**config.mk**
```make
export PLATFORM = sky130hd
export DESIGN_NAME = xmit
export DESIGN_NICKNAME = d
export VERILOG_FILES = /design/src/rtl/xmit_pkg.sv /design/src/rtl/xmit_fifo.sv /design/src/rtl/xmit.sv
export SDC_FILE = /design/constraint.sdc
export NUM_CORES = 1
export LEC_CHECK = 0
export CORE_ASPECT_RATIO = 0.9
export CORE_MARGIN = 5
export CORE_UTILIZATION = 32
export CTS_BUF_LIST = sky130_fd_sc_hd__clkbuf_4 sky130_fd_sc_hd__clkbuf_8 sky130_fd_sc_hd__clkbuf_16
export CTS_CLUSTER_SIZE = 20
export DETAILED_ROUTE_END_ITERATION = 10
export PLACE_DENSITY_LB_ADDON = 0.2
export SYNTH_ARGS = -nofsm -noshare
export SYNTH_HDL_FRONTEND = slang
export SYNTH_HIERARCHICAL = 1
export SYNTH_SLANG_ARGS = --single-unit
```
**constraint.sdc**
```tcl
create_clock -name clock -period 4.7 [get_ports clock]
set_input_delay 1.41 -clock clock [delete_from_list [all_inputs] [get_ports clock]]
set_output_delay 1.41 -clock clock [all_outputs]
set_load 0.05 [all_outputs]
```
**src/rtl/xmit_pkg.sv**
```systemverilog
// Shared definitions for the serial frame transmitter: FSM encoding, frame geometry, default header.
// The optional inter-frame gap is selected with the XMIT_GAP_EN macro in xmit.sv.
package xmit_pkg;

  typedef logic [1:0] state_t;

  localparam state_t ST_IDLE = 2'd0;
  localparam state_t ST_HEAD = 2'd1;
  localparam state_t ST_BODY = 2'd2;
  localparam state_t ST_GAP  = 2'd3;

  localparam int HEAD_BITS = 8;
  localparam int BODY_BITS = 8;

  // Receiver and transmitter must agree on this header byte.
  localparam logic [7:0] DEFAULT_MATCH = 8'hA5;

  function automatic logic [15:0] make_frame(input logic [7:0] match, input logic [7:0] payload);
    return {match, payload};
  endfunction

endpackage

```
**src/rtl/xmit_fifo.sv**
```systemverilog
// Two-entry, 8-bit byte buffer in front of the serialiser.
// Writes are refused while full; rdata shows the oldest entry so a pop can capture it on the same edge.
module xmit_fifo (
  input  logic       clock,
  input  logic       reset,
  input  logic       wr,
  input  logic [7:0] wdata,
  input  logic       rd,
  output logic [7:0] rdata,
  output logic       full,
  output logic       empty
);

  logic [7:0] mem [2];
  logic       wr_ptr_reg;
  logic       rd_ptr_reg;
  logic [1:0] count_reg;
  logic       do_wr;
  logic       do_rd;

  // Acceptance uses the registered full, so a write alongside a pop while full is refused.
  assign do_wr = wr && !full;
  assign do_rd = rd && !empty;

  always_ff @(posedge clock) begin
    if (do_wr) begin
      mem[wr_ptr_reg] <= wdata;
    end
  end

  always_ff @(posedge clock) begin
    if (!reset) begin
      wr_ptr_reg <= 1'b0;
      rd_ptr_reg <= 1'b0;
      count_reg  <= 2'd0;
    end else begin
      if (do_wr) begin
        wr_ptr_reg <= ~wr_ptr_reg;
      end
      if (do_rd) begin
        rd_ptr_reg <= ~rd_ptr_reg;
      end
      case ({do_wr, do_rd})
        2'b10:   count_reg <= count_reg + 2'd1;
        2'b01:   count_reg <= count_reg - 2'd1;
        default: count_reg <= count_reg;
      endcase
    end
  end

  assign rdata = mem[rd_ptr_reg];
  assign full  = count_reg[1];
  assign empty = (count_reg == 2'd0);

endmodule

```
**src/rtl/xmit.sv**
```systemverilog
// Serial frame transmitter: sends {MATCH, payload} MSB first, one bit per clock, idling at ~MATCH[7].
// Define XMIT_GAP_EN to insert GAP idle bits after every frame.
module xmit
  import xmit_pkg::*;
#(
  parameter logic [7:0] MATCH = DEFAULT_MATCH
`ifdef XMIT_GAP_EN
  ,
  parameter int GAP = 2
`endif
) (
  input  logic       clock,
  input  logic       reset,
  input  logic [7:0] data_in,
  input  logic       load,
  output logic       serial_out,
  output logic       busy,
  output logic       full,
  output logic       dropped
);

  localparam logic       IDLE_BIT  = ~MATCH[7];
  localparam logic [2:0] HEAD_LAST = 3'(HEAD_BITS - 1);
  localparam logic [2:0] BODY_LAST = 3'(BODY_BITS - 1);
`ifdef XMIT_GAP_EN
  localparam logic [3:0] GAP_LAST  = 4'(GAP - 1);
  logic [3:0] gap_cnt_reg;
`endif

  state_t      state_reg;
  state_t      state_next;
  logic [15:0] shift_reg;
  logic [2:0]  bit_cnt_reg;
  logic        pop;
  logic [7:0]  fifo_rdata;
  logic        fifo_empty;

  xmit_fifo u_fifo (
    .clock (clock),
    .reset (reset),
    .wr    (load),
    .wdata (data_in),
    .rd    (pop),
    .rdata (fifo_rdata),
    .full  (full),
    .empty (fifo_empty)
  );

  always_comb begin
    state_next = state_reg;
    pop        = 1'b0;
    case (state_reg)
      ST_IDLE: begin
        if (!fifo_empty) begin
          pop        = 1'b1;
          state_next = ST_HEAD;
        end
      end
      ST_HEAD: begin
        if (bit_cnt_reg == HEAD_LAST) begin
          state_next = ST_BODY;
        end
      end
      ST_BODY: begin
        if (bit_cnt_reg == BODY_LAST) begin
`ifdef XMIT_GAP_EN
          state_next = ST_GAP;
`else
          // Next frame starts immediately so the stream stays contiguous.
          if (!fifo_empty) begin
            pop        = 1'b1;
            state_next = ST_HEAD;
          end else begin
            state_next = ST_IDLE;
          end
`endif
        end
      end
`ifdef XMIT_GAP_EN
      ST_GAP: begin
        if (gap_cnt_reg == GAP_LAST) begin
          if (!fifo_empty) begin
            pop        = 1'b1;
            state_next = ST_HEAD;
          end else begin
            state_next = ST_IDLE;
          end
        end
      end
`endif
      default: state_next = ST_IDLE;
    endcase
  end

  always_ff @(posedge clock) begin
    if (!reset) begin
      state_reg   <= ST_IDLE;
      shift_reg   <= 16'd0;
      bit_cnt_reg <= 3'd0;
      serial_out  <= IDLE_BIT;
      dropped     <= 1'b0;
`ifdef XMIT_GAP_EN
      gap_cnt_reg <= 4'd0;
`endif
    end else begin
      state_reg <= state_next;
      dropped   <= load && full;
      case (state_reg)
        ST_HEAD, ST_BODY: begin
          serial_out  <= shift_reg[15];
          shift_reg   <= {shift_reg[14:0], 1'b0};
          bit_cnt_reg <= bit_cnt_reg + 3'd1;
        end
`ifdef XMIT_GAP_EN
        ST_GAP: begin
          serial_out  <= IDLE_BIT;
          gap_cnt_reg <= (gap_cnt_reg == GAP_LAST) ? 4'd0 : gap_cnt_reg + 4'd1;
        end
`endif
        default: begin
          serial_out <= IDLE_BIT;
        end
      endcase
      // A pop overrides the shift: the new frame is loaded whole.
      if (pop) begin
        shift_reg   <= make_frame(MATCH, fifo_rdata);
        bit_cnt_reg <= 3'd0;
      end
    end
  end

  assign busy = (state_reg != ST_IDLE);

endmodule

```
==> impl_metrics.toml, run 1 <==
[worst_setup_path]
critPathLaunchType = "flip-flop"
r2r_start = "bit_cnt_reg[0]$_SDFFE_PP0N_"
cp-end-kind = "output pin"
cp.required_ps = 3290
regToRegSetupSlack_ps = 2280
worstSetupPathType = "flip-flop to output pin"
reg2reg_depth = 9
rr_endpoint = "u_fifo/count_reg[1]$_SDFFE_PN0P_"
cp_max_fo = 4
cp_data_arrival_time_ps = 1880

[sta]
skew_ps = 4.15
rsz0062_at_grt = "no"
period_needed_ps = 3290
setup_viol = 0
fmax_mhz = 304
min_period_over_period_pct = 70.1
finalMaxSlewViolations = 0
tightest_slew_ps = 953
hold_viol = 0
hold-worst-slack_ps = 492
tns_ps = 0
max_slew_margin_pct = 36.4

[synthesis]
synth-seq-area-share_pct = 56.3
synth_area_per_cell_um2 = 12.3
synth_cell_type_count = 26
synth_edf_count = 16
ys_ff_latch = 44
synthArstFlopShare_pct = 0
netlist_instances = 150
yosysWarningCount = 6
synth_largest_area_cell = "dfxtp_1"
netlist_top_cells_area = "dfxtp_1 (30%), edfxtp_1 (26%), mux2i_1 (10%)"
synth_nets = 168
synth-main-ff-cell = "dfxtp_1"
syn-cell-area_mm2 = 0.00185
synth_top_area_share_pct = 30.3
synth_most_common_cell = "dfxtp_1"
yosys-top-cells-count = "dfxtp_1 (28), mux2i_1 (19), edfxtp_1 (16)"

[grt]
grt_max_degree = 26
grt_pass1_wl_mm = 5.05
grt.total_usage_pct = 8.59
grt_antenna_before_repair = 0
grt_pass1_vias = 1092
overflow = 0

[routing]
wl_met1_mm = 1.38
wl_met2_mm = 1.39
post-route-drc-count = 0
top_layer_used = "met4"
wl_per_cell_um = 12.5
drtIter0Drc = 33
wl_met3_um = 160
dr.pass1.iters = 4
num_vias = 1089
vias_per_cell = 4.63
ant_nets = 0
drt-total-wl_mm = 2.94

[die]
core_area_mm2 = 0.00566
fp.dieArea_mm2 = 0.00740
boundaryPins = 15
num_rows = 26
start_util_pct = 32.6
die-width_um = 90.1
fp.dieH_um = 82.1

[clock_tree]
cts_hold_buf = 0
clk-insertion-delay-late_ps = 290
numCtsBuffers = 5
postCtsSetupRepairBufs = 0
cts.clk_slew.worst_paths_ps = 80
cts-resized-gates = 0
tritoncts = "done"
h-tree-depth = 2
clk_root_buffer_cell = "clkbuf_8"
cts.sinks = 44
clock_path_buffers = 2

[cells_and_area]
finish.utilization_pct = 37.5
n_antenna_cell = 0
fillers = 573
drive_above_1_share_pct = 11.5
synthToLayoutAreaGrowth_pct = 14.9
final_nets = 182

[placement]
place.gp.congestion = 0.717
dp_hpwl_mm = 2.05
port_buffers = 14

[pwr]
power_density_mw_per_mm2 = 590
max-vdd-ir-drop_uv = 238
leakage_nw = 0.830
finalPower_mw = 1.25

[run_status]
status = "completed"

[min_path]
min_to = "shift_reg[0]$_SDFFE_PN0P_"
min_path_cells = 2
hp-start = "shift_reg[0]$_SDFFE_PN0P_"
min-delay-path-class = "flip-flop to flip-flop"

[flow_run]
cap_violations = 0
==> through the flow <==
step	setup WS, ps	area (µm²)	std cells
after floorplan	2300	1850	150
after global placement	1720	2030	227
after detailed placement	1610	2030	227
after CTS	1370	2120	235
after global routing	1300	2120	235
final	1410	2120	235
==> per-layer routing <==
layer	global-route usage, %	up-vias
met5	0	-
met4	2.68	0
met3	3.35	2
met2	14.9	18
met1	9.89	511
li1	-	558
==> report_power, final <==
| part | internal [mW] | switching [mW] |
|---|---|---|
| Clock | 0.110 | 0.120 |
| Combinational | 0.222 | 0.263 |
| Sequential | 0.485 | 0.0531 |
==> cells in the final DEF, fill, tap and decap left out, drive strengths merged, types with 4 or more instances in the layout <==
cell and instances:
a21boi 5, clkbuf 6, clkdlybuf4s50 14, dfxtp 28, edfxtp 16, ha 7
inv 6, mux2 8, mux2i 19, nand2 5, nor2 11, nor2b 4
o211a 7, o21ai 12, xnor2 4
==> how the worst max path moves through the flow <==
| stage | slack (ps) | cells past startpoint | startpoint | end |
|---|---|---|---|---|
| 3_5_place_dp | 1610 | 3 | reset | shift_reg[12]$_SDFFE_PP0N_ |
| 3_3_place_gp | 1720 | 3 | reset | shift_reg[11]$_SDFFE_PP0N_ |
| 6_report | 1410 | 4 | state_reg[0]$_SDFFE_PN0P_ | busy |
| 2_1_floorplan | 2300 | 3 | state_reg[0]$_SDFFE_PN0P_ | busy |
| 5_1_grt | 1300 | 4 | state_reg[0]$_SDFFE_PN0P_ | busy |
| 4_1_cts | 1370 | 4 | state_reg[0]$_SDFFE_PN0P_ | busy |
==> worst max-delay path, stage by stage (launching register included) <==
cell	delay, ps
dfxtp_1	390
inv_1	80
ha_1	260
inv_1	70
clkdlybuf4s50_1	790
==> logic make-up (layout without fill, tap and decap cells) <==
group / Yosys count / in the layout / share of synthesized area, %
XOR/XNOR: 4 / 4 / 1.90
buffers and inverters: 13 / 28 / 3.45
adder cells (fa/ha/maj): 7 / 7 / 4.74
AO/OA/AOI/OAI: 28 / 28 / 11.3
multiplexers: 27 / 27 / 15.2
AND/OR/NAND/NOR: 27 / 27 / 7.11
flip-flops: 44 / 44 / 56.3
==> final cells by class <==
class	count	area (µm²)	area share, %
tap	70	87.6	4.12
multi-input combinational	93	743	35.0
sequential	44	1040	49.0
inverter	6	22.5	1.06
clock buffer	6	76.3	3.59
timing repair buffer	14	140	6.60
clock inverter	2	12.5	0.589
Note: power is estimated with default switching activity, not from simulation.
==> inputs of run 2 (changes only) <==
==> constraint.sdc (replaced) <==
create_clock -name clock -period 3 [get_ports clock]
set_input_delay 0.9 -clock clock [delete_from_list [all_inputs] [get_ports clock]]
set_output_delay 0.9 -clock clock [all_outputs]
set_load 0.05 [all_outputs]
==> run 2 against run 1 <==
Net effect:
- clock-buffer cell count stayed put
- first-iteration DRC count is 64% lower
- sequential share of layout area is 1.4 points lower
- critical endpoint unchanged
==> impl_metrics.toml, run 2 (same netlist as run 1, synthesis figures left out) <==
[worst_setup_path]
cp_max_fo = 4
worstSetupPathType = "flip-flop to output pin"
cp.required_ps = 2100
cp-startpoint = "state_reg[0]$_SDFFE_PN0P_"
cp-end-kind = "output pin"
cp_data_arrival_time_ps = 1890
critPathLaunchType = "flip-flop"
r2r_start = "bit_cnt_reg[0]$_SDFFE_PP0N_"

[sta]
fmax_mhz = 358
hold_viol = 0
skew_ps = 5.28
tns_ps = 0
tightest_slew_ps = 676
max_slew_margin_pct = 54.8
finalMaxSlewViolations = 0
min_period_over_period_pct = 93.0
hold-worst-slack_ps = 483
period_needed_ps = 2790
setup_viol = 0
rsz0062_at_grt = "no"

[routing]
ant_nets = 0
drtIter0Drc = 12
post-route-drc-count = 0
drt-total-wl_mm = 2.94
vias_per_cell = 4.72
num_vias = 1127
dr.pass1.iters = 4
wl_per_cell_um = 12.3

[pwr]
pwr-share-clk_pct = 22.5
power_density_mw_per_mm2 = 956
seq_power_share_pct = 40.3
sw_frac_of_total_pct = 33.1
p_sw_mw = 0.692
combPwrFrac_pct = 37.2
max-vdd-ir-drop_uv = 320
p_int_mw = 1.40
leakage_nw = 0.867

[die]
fp.dieArea_mm2 = 0.00740
die-width_um = 90.1
start_util_pct = 32.6
core_area_mm2 = 0.00566
fp.dieH_um = 82.1
boundaryPins = 15
num_rows = 26

[cells_and_area]
final_common_cell = "dfxtp_1"
fillers = 568
most-common-layout-cells = "dfxtp_1 (28), mux2i_1 (19), edfxtp_1 (16), clkdlybuf4s50_1 (14), nor2_1 (11)"
final_nets = 186
n_antenna_cell = 0
multi_input_area_um2 = 743
finish.utilization_pct = 38.6
drive_above_1_share_pct = 13.6
seqCellArea_mm2 = 0.00104
synthToLayoutAreaGrowth_pct = 18.3

[grt]
grt_pass1_vias = 1205
grt_pass1_wl_mm = 5.51
grt.total_usage_pct = 9.31
grt_max_degree = 17
overflow = 0
grt_antenna_before_repair = 0

[clock_tree]
cts.clk_slew.worst_paths_ps = 80
cts-resized-gates = 0
numCtsBuffers = 5
clk_root_buffer_cell = "clkbuf_8"
tritoncts = "done"
h-tree-depth = 2
clk-insertion-delay-late_ps = 290
cts.sinks = 44
postCtsSetupRepairBufs = 0
cts_hold_buf = 0
clock_path_buffers = 2

[min_path]
min-delay-path-class = "flip-flop to flip-flop"
hp-start = "shift_reg[0]$_SDFFE_PN0P_"

[placement]
dp_hpwl_mm = 2.17
place.gp.congestion = 0.661
port_buffers = 14

[run_status]
status = "completed"

[flow_run]
cap_violations = 0
==> run 2: changes by cell type in the layout (fill, tap and decap cells not counted), sizes merged <==
cell / delta
clkinvlp: -1
buf: +4
bufinv: +1
==> run 2: final timing paths <==
kind                                      end  slack [ps]  cells after the start
min reg2reg         shift_reg[0]$_SDFFE_PN0P_         480                      2
max                                      busy         210                      4
min                 shift_reg[0]$_SDFFE_PN0P_         480                      2
max reg2reg  u_fifo/count_reg[1]$_SDFFE_PN0P_         600                      9
==> run 2: power groups by stage <==
stage / clock (mW) / sequential, mW / combinational, mW
after detailed placement: 0 / 0.859 / 0.791
after floorplan: 0 / 0.854 / 0.620
after global routing: 0.519 / 0.866 / 0.874
after CTS: 0.491 / 0.845 / 0.792
final: 0.469 / 0.842 / 0.778
after global placement: 0 / 0.850 / 0.771
==> run 2: worst max-delay path, stage by stage (launching register included) <==
cell	delay (ps)
dfxtp_1	390
inv_1	80
ha_1	260
inv_1	70
clkdlybuf4s50_1	790
==> run 2: area by class of cell <==
class | count | area share [%]
multi-input cells | 93 | 34.0
clock buffers | 6 | 3.78
well taps | 70 | 4.01
clock inverters | 2 | 1.77
flip-flops and latches | 44 | 47.6
repair buffers | 18 | 7.78
inverters | 6 | 1.03
==> run 2: per-layer routing <==
metal | global-route usage (%) | part of all wire (%)
met4 | 3.57 | 1.2
met3 | 3.08 | 4.0
met5 | 0 | 0
met1 | 11.2 | 47
met2 | 15.7 | 48
==> run 2: stage by stage <==
| step | cell area (µm²) | worst slack, ps | cells | total power [mW] |
|---|---|---|---|---|
| after floorplan | 1850 | 796 | 150 | 1.47 |
| after global placement | 2060 | 565 | 231 | 1.62 |
| after detailed placement | 2060 | 512 | 231 | 1.65 |
| after CTS | 2190 | 184 | 239 | 2.13 |
| after global routing | 2190 | 107 | 239 | 2.26 |
| final | 2190 | 209 | 239 | 2.09 |
==> patch 1, RTL diff (flow settings as in run 2) <==
Add a define of `XMIT_GAP_EN`.
--- a/src/rtl/xmit.sv
+++ b/src/rtl/xmit.sv
@@ -1,5 +1,7 @@
 // Serial frame transmitter: sends {MATCH, payload} MSB first, one bit per clock, idling at ~MATCH[7].
 // Define XMIT_GAP_EN to insert GAP idle bits after every frame.
+`define XMIT_GAP_EN
+
 module xmit
   import xmit_pkg::*;
 #(
Check against the original RTL: same outputs for any inputs over 10 cycles, from zero or initial values and one cycle with reset low; that may be too few to reach the edited logic, so the function may still have changed.
==> patch 1 against run 2 <==
  * Setup slack improved by 0.043 ns
  * Total power is 12% higher
  * Fmax up 1.6%
  * Area after synthesis is 21% higher
  * Cell area increased by 19%
  * Sequential cell count up 4
  * Clock skew down 0.0010 ns
  * Highest routed layer is now met3
  * Wire length rose by 45%
  * First-iteration DRC count increased to 8.8 times the old value
  * Cell count rose by 31%
  * Largest cell class unchanged
==> patch 1: results <==
yosys:
  yosysUniqueCellTypes: 42
  syn_nets: 221
  yosys-top-cells-count: "dfxtp_1, edfxtp_1, nand2_1"
  async_flop_share_pct: 0
  synth_seq_area_share_pct: 50.1
  yosys-top-cells-area: "dfxtp_1, edfxtp_1, ha_1"
  syn_avg_cell_area_um2: 11.1
layout:
  final_cells: 312
  diodes: 0
  final_nets: 237
  drive_gt1_share_pct: 14.6
setup_path:
  cp_max_fo: 5
  ff2ff_setup_slack_ns: 0.58
  cp.arrival_ns: 1.85
  reg2reg_depth: 7
  reg2reg_from: "gap_cnt_reg[3]"
floorplanning:
  dieArea_um2: 8770
route:
  drtIter0Drc: 106
  wirelength_mm: 4.27
  route.detailed.drc: 0
  firstDrtPassIters: 4
  vias_per_cell: 4.98
clock_network:
  clk_pin_slew_worst_paths_ns: 0.08
timing:
  hold_ws_ns: 0.475
  clock-skew-final_ns: 0.00425
  tightest_slew_ns: 0.791
power:
  ir_worst_vdd_mv: 0.342
  p_leak_nw: 0.934
outcome:
  status: "complete, no violations"
global_route:
  grt_max_degree: 35
  grt_pass1_vias: 1493
  grt_use_total_pct: 10.1
  grt_pass1_wl_mm: 7.09
placement:
  dp.cells: 304
  globalplace.congestion: 0.716
  pre_cts_slack_ns: 0.573
  placed_cell_area_um2: 2500
worst_hold_path:
  min_from: "shift_reg[0]"
[patch 1: changes by cell type after synthesis, moves of 8 or more]
cell,delta
nand3b_1,+9
mux2i_1,-17
nand2_1,+8
clkbuf_1,+12
[patch 1: power by group]
group / internal, mW / leakage [nW] / switching (mW)
Clock: 0.185 / 0.0493 / 0.206
Sequential: 0.834 / 0.411 / 0.0954
Combinational: 0.456 / 0.474 / 0.569
[patch 1: metal layers]
layer | up-vias | global-route usage [%] | part of all wire (%)
li1 | 789 | - | -
met2 | 20 | 15.2 | 44
met1 | 746 | 14.2 | 52
met4 | 0 | 3.35 | 0
met3 | 0 | 2.57 | 3.8
met5 | - | 0 | 0
[patch 1: final cells by class]
class	count	area, um^2
Clock buffer	7	83.8
Inverter	5	18.8
Clock inverter	1	8.76
Fill cell	690	4340
Multi-Input combinational cell	133	1020
Sequential cell	48	1120
Timing Repair Buffer	25	223
Tap cell	93	116
[patch 1: worst max path at each step]
stage / startpoint / to / slack, ns / cells after the start
floorplan: u_fifo/count_reg[1] / u_fifo/count_reg[1] / 0.47 / 9
global placement: state_reg[0] / busy / 0.59 / 4
detailed placement: state_reg[1] / busy / 0.57 / 4
CTS: state_reg[1] / busy / 0.24 / 4
global route: state_reg[0] / busy / 0.19 / 4
finish: state_reg[1] / busy / 0.25 / 4
[patch 1: cell families (layout without fill, tap and decap cells)]
group / after synthesis / after routing / share of synthesized area, %
xor+xnor: 6 / 6 / 2.35
simple gates: 65 / 65 / 17.9
mux: 10 / 10 / 4.92
flops: 48 / 48 / 50.1
compound gates: 44 / 44 / 16.0
buf+inv: 21 / 38 / 4.25
fa+ha+maj: 8 / 8 / 4.47
[patch 1: critical path, cell delays in order (launching register included)]
cell and delay (ns):
dfxtp_1 0.42, inv_1 0.10, ha_1 0.20, inv_1 0.05, clkdlybuf4s50_1 0.79
==> patch 2, RTL diff (settings of run 2) <==
Without the edit above. Make the reset (`reset`) asynchronous in 2 clocked blocks.
--- a/src/rtl/xmit_fifo.sv
+++ b/src/rtl/xmit_fifo.sv
@@ -28,7 +28,7 @@
     end
   end
 
-  always_ff @(posedge clock) begin
+  always_ff @(posedge clock or negedge reset) begin
     if (!reset) begin
       wr_ptr_reg <= 1'b0;
       rd_ptr_reg <= 1'b0;
--- a/src/rtl/xmit.sv
+++ b/src/rtl/xmit.sv
@@ -92,7 +92,7 @@
     endcase
   end
 
-  always_ff @(posedge clock) begin
+  always_ff @(posedge clock or negedge reset) begin
     if (!reset) begin
       state_reg   <= ST_IDLE;
       shift_reg   <= 16'd0;
Check against the original RTL: differs if reset is asserted again (counterexample within 4 cycles, from zero or initial values and one cycle with reset low); with reset held inactive, the same outputs for 10 cycles.
==> patch 2 against run 2 <==
  * Cell area increased by 1.3%
  * First-iteration DRC count increased by 83%
  * Total power is 21% higher
  * Sequential share of layout area is 4.6 points higher
  * Count of clock-buffer cells in the layout unchanged
  * Cell count shrank 7.9%
  * Area after synthesis rose by 2.6%
  * Wire length shrank 2.9%
  * Setup slack got worse by 0.034 ns
  * Sequential cell count down 1
  * Via count is 11% lower
==> patch 2: results <==
yosys:
  yosys-top-cells-area: "dfrtp_1, edfxtp_1, mux2_2"
  synth_seq_area_share_pct: 61.0
  yosys-top-cells-count: "dfrtp_1, mux2_2, edfxtp_1"
  syn_avg_cell_area_um2: 14.9
  syn_nets: 146
  async_flop_share_pct: 62.8
power:
  p_leak_nw: 0.921
  ir_worst_vdd_mv: 0.537
timing:
  hold_ws_ns: 0.502
  finalCriticalPeriod_ns: 2.83
  clock-skew-final_ns: 0.00625
global_route:
  met2_usage_pct: 13.1
  grt_use_met3_pct: 2.80
  grt_max_degree: 28
  grt_use_total_pct: 8.46
  grt_pass1_wl_mm: 5.15
  grt_pass1_vias: 1147
route:
  dr_wl_met3_um: 99
  met2_length_mm: 1.34
  wl_met1_mm: 1.35
  vias_per_cell: 4.54
  wire_per_inst_um: 13.0
  firstDrtPassIters: 4
  drtIter0Drc: 22
clock_network:
  clock_path_buffers: 2
  cts_buffers: 5
  post-cts-setup-buffers: 0
  clk_pin_slew_worst_paths_ns: 0.07
layout:
  final_nets: 168
  ff_latch_area_um2: 1160
  drive_gt1_share_pct: 26.0
  fillCellCount: 551
worst_hold_path:
  worstHoldPathCells: 1
  min_from: "shift_reg[15]"
  whs_endpoint: "serial_out"
setup_path:
  reg2reg_from: "state_reg[0]"
  reg2reg_depth: 8
  cp.arrival_ns: 1.93
  cp_max_fo: 5
placement:
  dp.cells: 212
  dpl.hpwl_mm: 2.08
  globalplace.congestion: 0.716
  placed_cell_area_um2: 2130
outcome:
  status: "complete, no violations"
patch 2: changes by cell type in the layout (fill, tap and decap cells not counted), sizes merged, moves of 4 or more:
cell | run 2 | this run
o211a | 7 | 0
dfxtp | 28 | 0
mux2 | 8 | 25
a21boi | 5 | 0
nand2 | 5 | 1
mux2i | 19 | 10
dfrtp | 0 | 27
o21ai | 12 | 5
patch 2: logic make-up after synthesis:
family,share of synthesized area [%]
flops,61.0
mux,20.5
simple gates,5.35
buf+inv,2.64
fa+ha+maj,5.28
compound gates,2.44
xor+xnor,2.77
patch 2: report_power, final:
part,leakage [nW],switching [mW],internal (mW),total (mW)
Clock,0.0446,0.182,0.172,0.353
Combinational,0.403,0.574,0.618,1.19
Sequential,0.474,0.131,0.846,0.977
Total,0.921,0.887,1.64,2.52
patch 2: layout make-up:
cell class | instances | share of cell area (%)
multi-input combinational | 76 | 31.1
tap | 70 | 3.95
clock inverter | 2 | 0.565
inverter | 4 | 0.678
timing repair buffer | 19 | 8.02
clock buffer | 6 | 3.45
sequential | 43 | 52.2
